--- src/rtl/display_scan_decoder.sv ---
// Recovers HH:MM:SS from a multiplexed, active-low 7-segment scan bus.
// Ports: clk, reset (async, low); scan_en/scan_seg (scan bus), clr_err;
//        o_hour/o_min/o_sec + o_valid strobe; sticky o_err_pat/range/scan.
module display_scan_decoder #(
  parameter int unsigned SETTLE = 16
) (
  input  logic       clk,
  input  logic       reset,
  input  logic [7:0] scan_en,
  input  logic [7:0] scan_seg,
  input  logic       clr_err,
  output logic [5:0] o_hour,
  output logic [5:0] o_min,
  output logic [5:0] o_sec,
  output logic       o_valid,
  output logic       o_err_pat,
  output logic       o_err_range,
  output logic       o_err_scan
);

  typedef enum logic [1:0] {
    S_IDLE,
    S_SETTLE,
    S_CAPT
  } state_t;

  state_t           state_q, state_d;
  logic [7:0]       cnt_q, cnt_d;
  logic [7:0]       en_q, en_d;
  logic [7:0]       seg_q, seg_d;
  logic [2:0]       idx_q, idx_d;
  logic [5:0]       mask_q, mask_d;
  logic [5:0][3:0]  dig_q, dig_d;
  logic [5:0]       hour_q, hour_d;
  logic [5:0]       min_q, min_d;
  logic [5:0]       sec_q, sec_d;
  logic             valid_q, valid_d;
  logic             epat_q, epat_d;
  logic             erng_q, erng_d;
  logic             escan_q, escan_d;

  logic [3:0] nlow;
  logic       multi_low;
  logic [3:0] cur;
  logic       cur_ok;
  logic [4:0] dec;
  logic       cap;
  logic       pat_ev;
  logic       rng_ev;
  logic       complete;
  logic [5:0] mk;
  logic [6:0] h7, m7, s7;

  // {ok, digit index}; only a lone low on bits 0..5 is a digit.
  function automatic logic [3:0] map_en(input logic [7:0] en);
    logic [3:0] r;
    case (en)
      8'hFE:   r = 4'b1_000;
      8'hFD:   r = 4'b1_001;
      8'hFB:   r = 4'b1_010;
      8'hF7:   r = 4'b1_011;
      8'hEF:   r = 4'b1_100;
      8'hDF:   r = 4'b1_101;
      default: r = 4'b0_000;
    endcase
    return r;
  endfunction

  // {ok, value}; dp is not part of the pattern.
  function automatic logic [4:0] dec_seg(input logic [6:0] s);
    logic [4:0] r;
    case (s)
      7'h40:   r = 5'h10;
      7'h79:   r = 5'h11;
      7'h24:   r = 5'h12;
      7'h30:   r = 5'h13;
      7'h19:   r = 5'h14;
      7'h12:   r = 5'h15;
      7'h02:   r = 5'h16;
      7'h78:   r = 5'h17;
      7'h00:   r = 5'h18;
      7'h10:   r = 5'h19;
      default: r = 5'h00;
    endcase
    return r;
  endfunction

  always_comb begin
    nlow = '0;
    for (int i = 0; i < 8; i++) begin
      nlow = nlow + {3'b000, ~scan_en[i]};
    end
  end

  assign multi_low = (nlow > 4'd1);
  assign cur       = map_en(scan_en);
  assign cur_ok    = cur[3];
  assign dec       = dec_seg(seg_q[6:0]);

  always_comb begin
    state_d = state_q;
    cnt_d   = cnt_q;
    en_d    = en_q;
    seg_d   = seg_q;
    idx_d   = idx_q;
    cap     = 1'b0;
    unique case (state_q)
      S_IDLE: begin
        if (cur_ok) begin
          state_d = S_SETTLE;
          en_d    = scan_en;
          seg_d   = scan_seg;
          idx_d   = cur[2:0];
          cnt_d   = 8'd1;
        end
      end
      S_SETTLE: begin
        if (scan_en == en_q && scan_seg == seg_q) begin
          cnt_d = cnt_q + 8'd1;
          if (cnt_d == 8'(SETTLE)) begin
            cap     = 1'b1;
            state_d = S_CAPT;
          end
        end else if (cur_ok) begin
          en_d  = scan_en;
          seg_d = scan_seg;
          idx_d = cur[2:0];
          cnt_d = 8'd1;
        end else begin
          state_d = S_IDLE;
          cnt_d   = '0;
        end
      end
      S_CAPT: begin
        // Segment changes within the same dwell are ignored.
        if (scan_en != en_q) begin
          if (cur_ok) begin
            state_d = S_SETTLE;
            en_d    = scan_en;
            seg_d   = scan_seg;
            idx_d   = cur[2:0];
            cnt_d   = 8'd1;
          end else begin
            state_d = S_IDLE;
            cnt_d   = '0;
          end
        end
      end
      default: begin
        state_d = S_IDLE;
        cnt_d   = '0;
      end
    endcase
  end

  always_comb begin
    dig_d    = dig_q;
    mask_d   = mask_q;
    mk       = mask_q;
    complete = 1'b0;
    pat_ev   = 1'b0;
    rng_ev   = 1'b0;
    valid_d  = 1'b0;
    hour_d   = hour_q;
    min_d    = min_q;
    sec_d    = sec_q;
    if (cap) begin
      if (!dec[4]) begin
        pat_ev = 1'b1;
      end else begin
        dig_d[idx_q] = dec[3:0];
        // Digit 0 opens a frame, so it restarts the mask.
        mk = (idx_q == 3'd0) ? 6'b000001
                             : (mask_q | (6'b000001 << idx_q));
        complete = (mk == 6'h3F);
        mask_d   = complete ? 6'h00 : mk;
      end
    end
    h7 = 7'(dig_d[5]) * 7'd10 + 7'(dig_d[4]);
    m7 = 7'(dig_d[3]) * 7'd10 + 7'(dig_d[2]);
    s7 = 7'(dig_d[1]) * 7'd10 + 7'(dig_d[0]);
    if (complete) begin
      if (h7 <= 7'd23 && m7 <= 7'd59 && s7 <= 7'd59) begin
        valid_d = 1'b1;
        hour_d  = h7[5:0];
        min_d   = m7[5:0];
        sec_d   = s7[5:0];
      end else begin
        rng_ev = 1'b1;
      end
    end
  end

  // An error event in the clearing cycle keeps its flag set.
  assign epat_d  = (epat_q & ~clr_err) | pat_ev;
  assign erng_d  = (erng_q & ~clr_err) | rng_ev;
  assign escan_d = (escan_q & ~clr_err) | multi_low;

  always_ff @(posedge clk or negedge reset) begin
    if (!reset) begin
      state_q <= S_IDLE;
      cnt_q   <= '0;
      en_q    <= 8'hFF;
      seg_q   <= 8'hFF;
      idx_q   <= '0;
      mask_q  <= '0;
      dig_q   <= '0;
      hour_q  <= '0;
      min_q   <= '0;
      sec_q   <= '0;
      valid_q <= 1'b0;
      epat_q  <= 1'b0;
      erng_q  <= 1'b0;
      escan_q <= 1'b0;
    end else begin
      state_q <= state_d;
      cnt_q   <= cnt_d;
      en_q    <= en_d;
      seg_q   <= seg_d;
      idx_q   <= idx_d;
      mask_q  <= mask_d;
      dig_q   <= dig_d;
      hour_q  <= hour_d;
      min_q   <= min_d;
      sec_q   <= sec_d;
      valid_q <= valid_d;
      epat_q  <= epat_d;
      erng_q  <= erng_d;
      escan_q <= escan_d;
    end
  end

  assign o_hour      = hour_q;
  assign o_min       = min_q;
  assign o_sec       = sec_q;
  assign o_valid     = valid_q;
  assign o_err_pat   = epat_q;
  assign o_err_range = erng_q;
  assign o_err_scan  = escan_q;

endmodule

--- config.mk ---
export PLATFORM = sky130hd
export DESIGN_NAME = display_scan_decoder
export DESIGN_NICKNAME = d
export VERILOG_FILES = /design/src/rtl/display_scan_decoder.sv
export SDC_FILE = /design/constraint.sdc
export NUM_CORES = 1
export LEC_CHECK = 0
export CELL_PAD_IN_SITES_DETAIL_PLACEMENT = 0
export CELL_PAD_IN_SITES_GLOBAL_PLACEMENT = 1
export CORE_MARGIN = 1.5
export CORE_UTILIZATION = 40
export CTS_BUF_LIST = sky130_fd_sc_hd__clkbuf_16
export DETAILED_ROUTE_END_ITERATION = 10
export PLACE_DENSITY_LB_ADDON = 0.1
export SYNTH_ARGS = -nofsm -noshare
export SYNTH_HDL_FRONTEND = slang
export SYNTH_SLANG_ARGS = --single-unit
--- constraint.sdc ---
create_clock -name clk -period 7 [get_ports clk]
set_input_delay 1.4 -clock clk [delete_from_list [all_inputs] [get_ports clk]]
set_output_delay 1.4 -clock clk [all_outputs]
set_load 0.01 [all_outputs]
-- After elaboration in Yosys (flattened, before gate mapping)
Cells that the tools add are included.
- reductions and logical operators: 13
- mux-type cells: 44
- magnitude comparators: 6
- shifts and indexed selects: 1
- bitwise operators: 16
- $add $sub $neg: 11
- equality and inequality tests: 27
- $mul: 3
- operators with widths (kind ; number):
    $mux W8 ; 9
    $pmux W8 S3 ; 3
    $pmux W5 S10 ; 1
    $eq A8 B8 Y1 const B ; 6
    $mux W24 ; 2
    $bwmux W24 ; 1
    $pmux W4 S6 ; 1
    $add A7 B4 Y7 ; 3
    $eq A7 B5 Y1 const B ; 3
    $eq A7 B7 Y1 const B ; 3
    $mul A4 B3 Y6 const B ; 3
    $add A4 B1 Y4 ; 4
    $eq A8 B8 Y1 ; 2
    $eq A7 B6 Y1 const B ; 2
    $le A7 B6 Y1 const B ; 2
    $mux W1 ; 13
    $demux W4 S3 ; 1
    $mux W6 ; 2
    $mux W2 ; 5
    $mux W3 ; 3
    $not A1 Y1 ; 9
    $pmux W3 S3 ; 1
    $add A8 B1 Y8 const B ; 1
    $eq A8 B5 Y1 const B ; 1
    other kinds (28) ; 40
- bits in registers: 81
- logic and storage cells: 140
- input port bits: 19
- output and inout bits: 22

-- Longest topological paths before layout
Gate-level depths: netlist (run 1).
- depth in word-level cells: 15
- mapped depth: 22
- depth with buffers taken out: 19

-- Worst setup path before layout (run 1)
Ideal clock, no wire load.
- path type: input-to-reg
- start: input port scan_en[5]
- end: register hour_q[0] (netlist: o_hour[0])
- stages: 21
- required time: 6.875 ns
- slack: 0.876 ns
- buffers on the path: 4
- arrival: 5.998 ns
- setup time: 0.125 ns
- cell sequence: buf_6 xnor2_2 nand4_2 nor4_1 nand2_1 or3_1 buf_1 nor4_2 mux2_2 ha_1 fa_1 xor2_1 nand4_1 o311ai_0 a211oi_1 or2b_1 mux2i_1 nand4bb_1 buf_6 buf_12 mux2_4
- RTL lines (element ; RTL line ; source):
    from (decl) ; 9 ; input logic [7:0] scan_en,
    to (signal assigned) ; 223 ; hour_q <= hour_d;
    to (decl) ; 34 ; logic [5:0] hour_q, hour_d;

==> impl_metrics.tcl, run 1 <==
set metrics [dict create \
    final-max-slew-violation-count 0 \
    number_of_design_rule_violations_left_after_detail_routing 0 \
    io_pins 41 \
    yosys_warnings 0 \
    post_synth_inst_count 459 \
    first_global_vias 3602 \
    synth_nets 513 \
    quantity_of_hold_fixing_buffers_added_after_cts 0 \
    power.density_cell_area_nw_per_um2 215 \
    comb_power_share_pct 14.4 \
    worst_setup_hold_path_clk_slew_ns 0.06 \
    initialDrtViolationCount 137 \
    initial_standard_cell_utilization_of_the_core_pct 41.4 \
    r2r.worst_path.cells 19 \
    multi_input_comb_area_um2 2750 \
    stdcell_count 684 \
    finish.instance_area_um2 6030 \
    grt_setup_unrepaired "false" \
    synth-edff-count 0 \
    nNetsFinal 565 \
    worstSkewPairLatency_ns 0.35 \
    worstPathArrival_ns 6.78 \
    critPathLaunch "scan_en[7]" \
    timing.final.crit_share_pct 93.5 \
    totalWireLength_um 10400 \
    cts_made_buffers 9 \
    detailed_place_hpwl_um 7660 \
    synth-seq-cells 81 \
    vdd_drop_max_v 0.000132 \
    vias_per_cell 5.11 \
    number_of_port_buffers 40 \
    max_cap_violations 0 \
    total_power_mw 1.30 \
    layout_common_cells "dfrtp_1 (65), clkdlybuf4s50_1 (39), mux2_2 (37)" \
    placed_area_um2 5680 \
    first_pass_grt_wire_length_um 18100 \
    globalRouteMet1Util_pct 23.4 \
    power_switching_share_pct 26.2 \
    antenna_found_initial 0 \
    max_slew_margin_pct 55.1 \
    critical_path.reg2reg.endpoint "o_min[5]" \
    postSynthAreaPerCell_um2 11.0 \
    clkPwrFrac_pct 42.0 \
    timing.final.setup_violations 0 \
    min-delay-path-class "flop to flop" \
    timing.clock.skew_ns 0.00450 \
    ys_dominant_reg_cell "dfrtp_1" \
    drive_above_1_share_pct 21.7 \
    cts_resized 0 \
    dpl_worst_slack_ns -0.0770 \
    setup.worst_path.class "primary input to flop" \
    grt_usage_pct 17.7 \
    required_time_at_the_endpoint_of_the_critical_path_ns 7.23 \
    drt_pass1_iterations 4 \
    cts_root_buf "clkbuf_16" \
    cts_tree "built" \
    cellInternalPower_uw 957 \
    setup.worst_path.end_class "flop" \
    final-hold-violation-count 0 \
    static-leakage-power_nw 2.78 \
    use_met2_pct 28.4 \
    critPathMaxFanout 18 \
    postLayoutSetupSlackWorst_ns 0.458 \
    slew_at_the_pin_with_the_worst_max_slew_slack_ns 0.674 \
    synth_seq_area_share_pct 40.6 \
    cts.htree.levels 3 \
    route.antenna.remaining_nets 0 \
    diodes 0 \
    post_synth_instance_area_um2 5040 \
    layout.cells.most_common "dfrtp_1" \
    power_frac_seq_pct 43.6 \
    final.min_clock_period_ns 6.54 \
    via_count 3498 \
    clock_sink_count 81 \
    clock.fmax_mhz 153 \
    grt_max_degree 54 \
    postSynth.asyncResetShare_pct 100 \
    die_height_um 115 \
    placement_rows 40 \
    dieArea_um2 13300 \
    cts.repair_timing.setup_buffer_count 0 \
    status "finished clean" \
    busiest_layer "met2" \
    netSwitchingPower_uw 339 \
    detail_route.wl_per_cell_um 15.2 \
    area_delta_synth_final_pct 19.7 \
    worstHoldPathCells 2 \
    routabilityCongestion 0.835 \
    rr_startpoint "seg_q[1]" \
    smallest_hold_slack_ns 0.485 \
    critical_path.startpoint_type "primary input" \
    nFillCells 1123 \
    core_region_area_um2 12200 \
    grt_use_met3_pct 5.17 \
    overflow 0 \
    chipWidth_um 115 \
    post_synth_num_cell_types 64 \
    layout.area.seq_um2 2050 \
    worst-r2r-setup-slack_ns 1.48 \
    cts_buffer_depth 2 \
    placed_cells_incl_taps 667 \
    timing.critical_path.to "o_min[5]" \
]
-- stage by stage --
| step | setup TNS (ns) | util [%] |
|---|---|---|
| 3_3_place_gp | 0 | 46.7 |
| 3_5_place_dp | -0.978 | 46.7 |
| 4_1_cts | 0 | 49.5 |
| 6_report | 0 | 49.6 |
| 5_1_grt | 0 | 49.6 |
| 2_1_floorplan | 0 | - |
-- state kept, by name, summed over array words and instances, names as in the netlist --
signal	flops
o_err_pat	1
idx_q	3
dig_q	24
o_err_scan	1
o_hour	6
o_valid	1
state_q	2
o_err_range	1
cnt_q	8
o_sec	6
en_q	8
o_min	6
mask_q	6
seg_q	8
-- per-layer routing --
metal | vias to the layer above | share of wire, % | wire length [um]
met4 | 0 | 1.3 | 138
met5 | - | 0 | 0
met2 | 66 | 47 | 4900
li1 | 1739 | - | -
met3 | 10 | 3.9 | 410
met1 | 1683 | 48 | 4960
-- cell families after synthesis --
kind of cell / count (synthesis) / synth area share, %
AOI/OAI and AO/OA: 89 / 12.9
xor gates and xnor gates: 31 / 5.54
adders and majority gates: 35 / 10.2
buffers and inverters: 51 / 4.69
DFF: 81 / 40.6
muxes: 55 / 12.8
and+or+nand+nor: 117 / 13.2
-- worst min-delay path by stage --
stage	slack [ns]	endpoint	startpoint
final	0.48	en_q[3]	en_q[3]
after global routing	0.51	en_q[3]	en_q[3]
after CTS	0.49	en_q[3]	en_q[3]
after detailed placement	0.48	en_q[3]	en_q[3]
after global placement	0.48	en_q[3]	en_q[3]
after floorplan	0.46	mask_q[0]	mask_q[0]
-- worst max-delay path, cell delays in order --
cell and delay (ns):
clkdlybuf4s50_1 0.54, xnor2_1 0.14, nand4_1 0.18, or4_4 0.66
a2111oi_4 0.28, buf_4 0.20, mux2_2 0.38, ha_1 0.29
ha_1 0.19, inv_1 0.07, fa_1 0.45, nand2b_1 0.19
o21bai_1 0.16, nor4bb_1 0.17, a211oi_1 0.38, or2b_1 0.26
mux2i_1 0.15, nand4bb_1 0.17, buf_12 0.21, mux2_4 0.30
-- cell type report --
class                   count  share of cell area (%)
inverters                  34                    2.12
multi-input cells         327                    45.7
repair buffers             58                    9.05
clock inverters             7                    1.97
flip-flops and latches     81                    34.0
well taps                 168                    3.49
clock buffers               9                    3.74
-- power groups by stage --
stage / clock, mW / sequential (mW) / combinational (mW)
2_1_floorplan: 0 / 0.545 / 0.156
5_1_grt: 0.582 / 0.572 / 0.214
3_3_place_gp: 0 / 0.571 / 0.187
4_1_cts: 0.562 / 0.564 / 0.191
3_5_place_dp: 0 / 0.572 / 0.190
6_report: 0.545 / 0.565 / 0.187
-- cells in the mapped netlist, types with 5 or more instances --
library cell / count / area share (%)
nand2_1: 32 / 2.4
ha_1: 25 / 6.2
a21oi_1: 14 / 1.4
dfstp_2: 16 / 8.3
fa_1: 10 / 4.0
mux2_2: 37 / 8.3
xnor2_1: 23 / 4.0
o21ai_0: 31 / 3.1
buf_2: 5 / 0.50
clkbuf_1: 7 / 0.52
mux2_4: 10 / 3.0
nand3_1: 13 / 1.3
inv_1: 34 / 2.5
xor2_1: 7 / 1.2
nor4_1: 5 / 0.62
dfrtp_1: 65 / 32
mux2i_1: 8 / 1.6
a21o_1: 5 / 0.75
a22o_1: 7 / 1.2
nor2_1: 14 / 1.0
nand2b_1: 9 / 1.1
No activity file was read; power rests on OpenSTA's default activity.
==> inputs of run 2 (changes only) <==
- CORE_MARGIN: 1.5 -> 2
- PLACE_DENSITY: unset -> 0.75
- PLACE_DENSITY_LB_ADDON: 0.1 -> unset
==> impl_metrics.tcl, run 2 (synthesized netlist as in run 1, its figures left out) <==
set metrics [dict create \
    status "finished clean" \
    first_global_vias 3517 \
    final-max-slew-violation-count 0 \
    detailed_place_hpwl_um 7640 \
    number_of_design_rule_violations_left_after_detail_routing 0 \
    largest_register_ffs 24 \
    cts_buffer_depth 2 \
    grt_setup_unrepaired "false" \
    register_bank_with_the_most_flops "dig_q" \
    postLayoutSetupSlackWorst_ns 0.387 \
    quantity_of_hold_fixing_buffers_added_after_cts 0 \
    initial_standard_cell_utilization_of_the_core_pct 41.4 \
    critical_path.reg2reg.endpoint "o_min[5]" \
    antenna_found_initial 0 \
    critical_path.startpoint_type "primary input" \
    overflow 0 \
    diodes 0 \
    final-hold-violation-count 0 \
    rr_startpoint "seg_q[6]" \
    post-route-util_pct 49.0 \
    layout.area.seq_um2 2050 \
    critical_path.cell_chain "clkdlybuf4s50_1, xnor2_1, nand4_1, or4_4, a2111oi_4, mux2_2, ha_1, ha_1, inv_1, fa_1, nand2b_1, o21bai_1, nor4bb_1, a211oi_1, or2b_1, mux2i_1, nand4bb_1, buf_12, mux2_4" \
    clkPwrFrac_pct 42.3 \
    required_time_at_the_endpoint_of_the_critical_path_ns 7.24 \
    min-delay-path-class "flop to flop" \
    comb_power_share_pct 14.1 \
    timing.final.crit_share_pct 94.5 \
    placement_rows 40 \
    cts_root_buf "clkbuf_16" \
    worstPathArrival_ns 6.85 \
    nNetsFinal 556 \
    initialDrtViolationCount 190 \
    worstHoldPathCells 2 \
    vdd_drop_max_v 0.000192 \
    grt_usage_pct 16.5 \
    clock_sink_count 81 \
    cts_resized 0 \
    die_height_um 116 \
    vias_per_cell 5.27 \
    max_slew_margin_pct 25.3 \
    critPathMaxFanout 18 \
    cp_top_family "simple AND/OR/NAND/NOR gates" \
    drt_pass1_iterations 4 \
    power_switching_share_pct 26.0 \
    setup.worst_path.end_class "flop" \
    max_cap_violations 0 \
    placed_cells_incl_taps 659 \
    cp_common_cell "ha_1" \
    detail_route.wl_per_cell_um 15.4 \
    worst_hold_startpoint "en_q[0]" \
    drive_above_1_share_pct 20.3 \
    via_count 3554 \
    cts_tree "built" \
    io_pins 41 \
    final.min_clock_period_ns 6.61 \
    whs_endpoint "en_q[0]" \
    cellInternalPower_uw 956 \
    route.antenna.remaining_nets 0 \
    netSwitchingPower_uw 335 \
    nFillCells 1139 \
    cts.repair_timing.setup_buffer_count 0 \
    layout_common_cells "dfrtp_1 (65), clkdlybuf4s50_1 (39), mux2_2 (37)" \
    stdcell_count 675 \
    first_pass_grt_wire_length_um 17500 \
    cts.htree.levels 3 \
    dieArea_um2 13500 \
    worst-r2r-setup-slack_ns 1.45 \
    critPathMaxStageDelay_ns 0.65 \
    timing.final.setup_violations 0 \
    number_of_port_buffers 40 \
    cts_made_buffers 9 \
    timing.critical_path.slowest_stage_cell "or4_4" \
    r2r.worst_path.cells 18 \
    power_frac_seq_pct 43.6 \
    slew_at_the_pin_with_the_worst_max_slew_slack_ns 1.12 \
    critPathBufInv 3 \
    chipWidth_um 116 \
    static-leakage-power_nw 2.74 \
    routabilityCongestion 0.797 \
    worstSkewPairLatency_ns 0.35 \
    dpl_worst_slack_ns -0.00777 \
    core_region_area_um2 12200 \
    clock.fmax_mhz 151 \
    layout.cells.most_common "dfrtp_1" \
    setup.worst_path.class "primary input to flop" \
    grt_max_degree 82 \
    power.density_cell_area_nw_per_um2 217 \
    worst_setup_hold_path_clk_slew_ns 0.06 \
    smallest_hold_slack_ns 0.493 \
    multi_input_comb_area_um2 2750 \
    totalWireLength_um 10400 \
    timing.clock.skew_ns 0.00979 \
    area_delta_synth_final_pct 18.3 \
]
## run 2: cell count changes in the layout (fill, tap and decap cells not counted)
| cell | change |
|---|---|
| clkinv_4 | -1 |
| buf_4 | -9 |
| inv_1 | +1 |
| inv_6 | +1 |
| clkinv_1 | -1 |
## run 2: worst min-delay path, stage by stage (launching register included)
cell	delay, ns
dfstp_2	0.37
nand2_1	0.05
o21ai_0	0.07
## run 2: per-layer routing
| layer | global-route usage [%] | part of all wire (%) | vias up |
|---|---|---|---|
| met1 | 22.1 | 48 | 1757 |
| li1 | - | - | 1721 |
| met3 | 5.24 | 3.9 | 8 |
| met5 | 0 | 0 | - |
| met2 | 26.2 | 47 | 68 |
| met4 | 3.89 | 1.1 | 0 |
## run 2: worst max path at each step
| stage | end | cells after the start | slack [ns] | start |
|---|---|---|---|---|
| 2_1_floorplan | o_hour[0] | 21 | 0.88 | scan_en[5] |
| 3_3_place_gp | o_min[5] | 19 | 0.15 | scan_en[1] |
| 3_5_place_dp | o_min[4] | 21 | -0.008 | scan_en[1] |
| 4_1_cts | o_hour[1] | 21 | 0.33 | scan_en[1] |
| 5_1_grt | o_min[5] | 20 | 0.02 | scan_en[1] |
| 6_report | o_min[5] | 19 | 0.39 | scan_en[1] |
## run 2: layout make-up
class,instances,area share (%)
Inverter,34,2.14
Clock inverter,7,1.99
Multi-Input combinational cell,327,46.2
Clock buffer,9,3.78
Tap cell,168,3.53
Sequential cell,81,34.3
Timing Repair Buffer,49,8.02
## run 2: power groups by stage
| stage | clock (mW) | sequential, mW | combinational (mW) |
|---|---|---|---|
| CTS | 0.559 | 0.563 | 0.187 |
| finish | 0.546 | 0.563 | 0.182 |
| global route | 0.579 | 0.570 | 0.206 |
| global placement | 0 | 0.569 | 0.181 |
| detailed placement | 0 | 0.571 | 0.185 |
| floorplan | 0 | 0.545 | 0.156 |
## run 2: per-stage QoR
stage          power, mW  area (um2)  setup TNS (ns)
6_report            1.29        5960               0
2_1_floorplan      0.701        5040               0
3_3_place_gp       0.751        5620               0
3_5_place_dp       0.756        5620         -0.0326
4_1_cts             1.31        5960               0
5_1_grt             1.35        5960               0
==> inputs of run 3 (changes only) <==
- clock period: 7 -> 6.6 ns (I/O delays scaled with it)
==> impl_metrics.tcl, run 3 (synthesized netlist as in run 1, its figures left out) <==
set metrics [dict create \
    status "finished clean" \
    area_delta_synth_final_pct 22.0 \
    clock_sink_count 81 \
    diodes 0 \
    nFillCells 1094 \
    detail_route.wl_per_cell_um 14.8 \
    timing.final.setup_violations 0 \
    timing.clock.skew_ns 0.00668 \
    register_bank_with_the_most_flops "dig_q" \
    antenna_found_initial 0 \
    totalWireLength_um 10400 \
    cts_root_buf "clkbuf_16" \
    initialDrtViolationCount 116 \
    dpl_worst_slack_ns -0.148 \
    nNetsFinal 590 \
    initial_standard_cell_utilization_of_the_core_pct 41.4 \
    first_pass_grt_wire_length_um 18300 \
    cts_buffer_depth 2 \
    vias_per_cell 5.09 \
    placed_area_um2 5860 \
    chipWidth_um 116 \
    topRoutingLayerUsed "met4" \
    grt_usage_pct 17.2 \
    slew_at_the_pin_with_the_worst_max_slew_slack_ns 1.09 \
    post-route-util_pct 50.5 \
    worstSkewPairLatency_ns 0.34 \
    worstPathArrival_ns 6.54 \
    number_of_port_buffers 40 \
    die_height_um 116 \
    route.antenna.remaining_nets 0 \
    layout.cells.most_common "dfrtp_1" \
    timing.final.crit_share_pct 95.7 \
    final-max-slew-violation-count 0 \
    placement_rows 40 \
    setup.worst_path.end_class "flop" \
    routed-wl-met2_um 4940 \
    required_time_at_the_endpoint_of_the_critical_path_ns 6.82 \
    power.density_cell_area_nw_per_um2 202 \
    smallest_hold_slack_ns 0.487 \
    max_slew_margin_pct 26.9 \
    critPathMaxFanout 18 \
    core_region_area_um2 12200 \
    placed_cells_incl_taps 692 \
    total_power_mw 1.24 \
    number_of_design_rule_violations_left_after_detail_routing 0 \
    cts.htree.levels 3 \
    min-delay-path-class "flop to flop" \
    cts_tree "built" \
    layout_common_cells "dfrtp_1 (65), buf_4 (43), clkdlybuf4s50_1 (39)" \
    finish.instance_area_um2 6150 \
    vdd_drop_max_v 0.000146 \
    drt_pass1_iterations 5 \
    overflow 0 \
    wl_met1_um 4980 \
    first_global_vias 3763 \
    drive_above_1_share_pct 25.7 \
    routabilityCongestion 0.797 \
    largest_register_ffs 24 \
    stdcell_count 708 \
    grt_max_degree 82 \
    detailed_place_hpwl_um 7690 \
    met3WireLength_um 370 \
    dieArea_um2 13500 \
    critical_path.startpoint_type "primary input" \
    setup.worst_path.class "primary input to flop" \
    totalNegativeSetupSlack_ns 0 \
    final-hold-violation-count 0 \
    worst_setup_hold_path_clk_slew_ns 0.06 \
    final.min_clock_period_ns 6.32 \
    clock.fmax_mhz 158 \
    cts_made_buffers 9 \
    static-leakage-power_nw 2.88 \
    postLayoutSetupSlackWorst_ns 0.283 \
    via_count 3603 \
    max_cap_violations 0 \
    io_pins 41 \
]
==> run 3: cell types whose count changed in the layout (fill, tap and decap cells not counted) <==
cell,before,now
a211oi_1,3,2
a211oi_2,0,1
buf_4,9,43
bufinv_16,3,0
clkinv_2,0,4
inv_1,35,34
inv_6,1,0
xnor2_1,23,22
xnor2_2,1,2
==> run 3: cell type report <==
class                      instances  area, um2  area share [%]
inverter                          34        128            2.08
tap                              168        210            3.42
timing repair buffer              83        733            11.9
clock buffer                       9        225            3.66
sequential                        81       2050            33.3
clock inverter                     6       36.3           0.590
multi-input combinational        327       2770            45.0
==> run 3: timing repair <==
action	in CTS	in global routing
hold buffers	0	0
endpoints found under the setup margin	0	17
gates resized for setup	0	2
buffers inserted	0	1
endpoints found under the hold margin	0	0
==> run 3: report_power, final <==
part           switching [mW]  leakage (nW)  internal (mW)  total [mW]
Sequential             0.0476          1.06          0.551       0.599
Combinational           0.103          1.68         0.0999       0.203
Clock                   0.192         0.131          0.250       0.442
==> run 3: final timing paths <==
check	startpoint	cells after the start	slack, ns	end
max reg2reg	seg_q[6]	20	1.20	o_hour[3]
max in group asynchronous	reset	1	4.78	o_sec[5]
min in group asynchronous	reset	1	1.18	o_err_pat
min	en_q[3]	2	0.49	en_q[3]
max	scan_en[0]	21	0.28	o_hour[3]
min reg2reg	en_q[3]	2	0.49	en_q[3]
==> run 3: metal layers <==
metal | up-vias | global-route usage, %
met1 | 1741 | 23.1
li1 | 1784 | -
met4 | 0 | 5.08
met2 | 69 | 27.9
met5 | - | 0
met3 | 9 | 3.79
==> run 3: worst max-delay path, stage by stage <==
cell	delay, ns
clkdlybuf4s50_1	0.52
xnor2_2	0.14
nand4_2	0.15
or4_4	0.56
buf_4	0.18
a2111oi_4	0.42
buf_4	0.19
mux2_2	0.34
ha_1	0.18
ha_1	0.18
inv_1	0.06
fa_1	0.43
nand2b_1	0.18
o21bai_1	0.17
nor4bb_1	0.15
a211oi_2	0.22
or2b_1	0.24
mux2i_1	0.18
nand4bb_1	0.18
buf_12	0.22
mux2_4	0.30
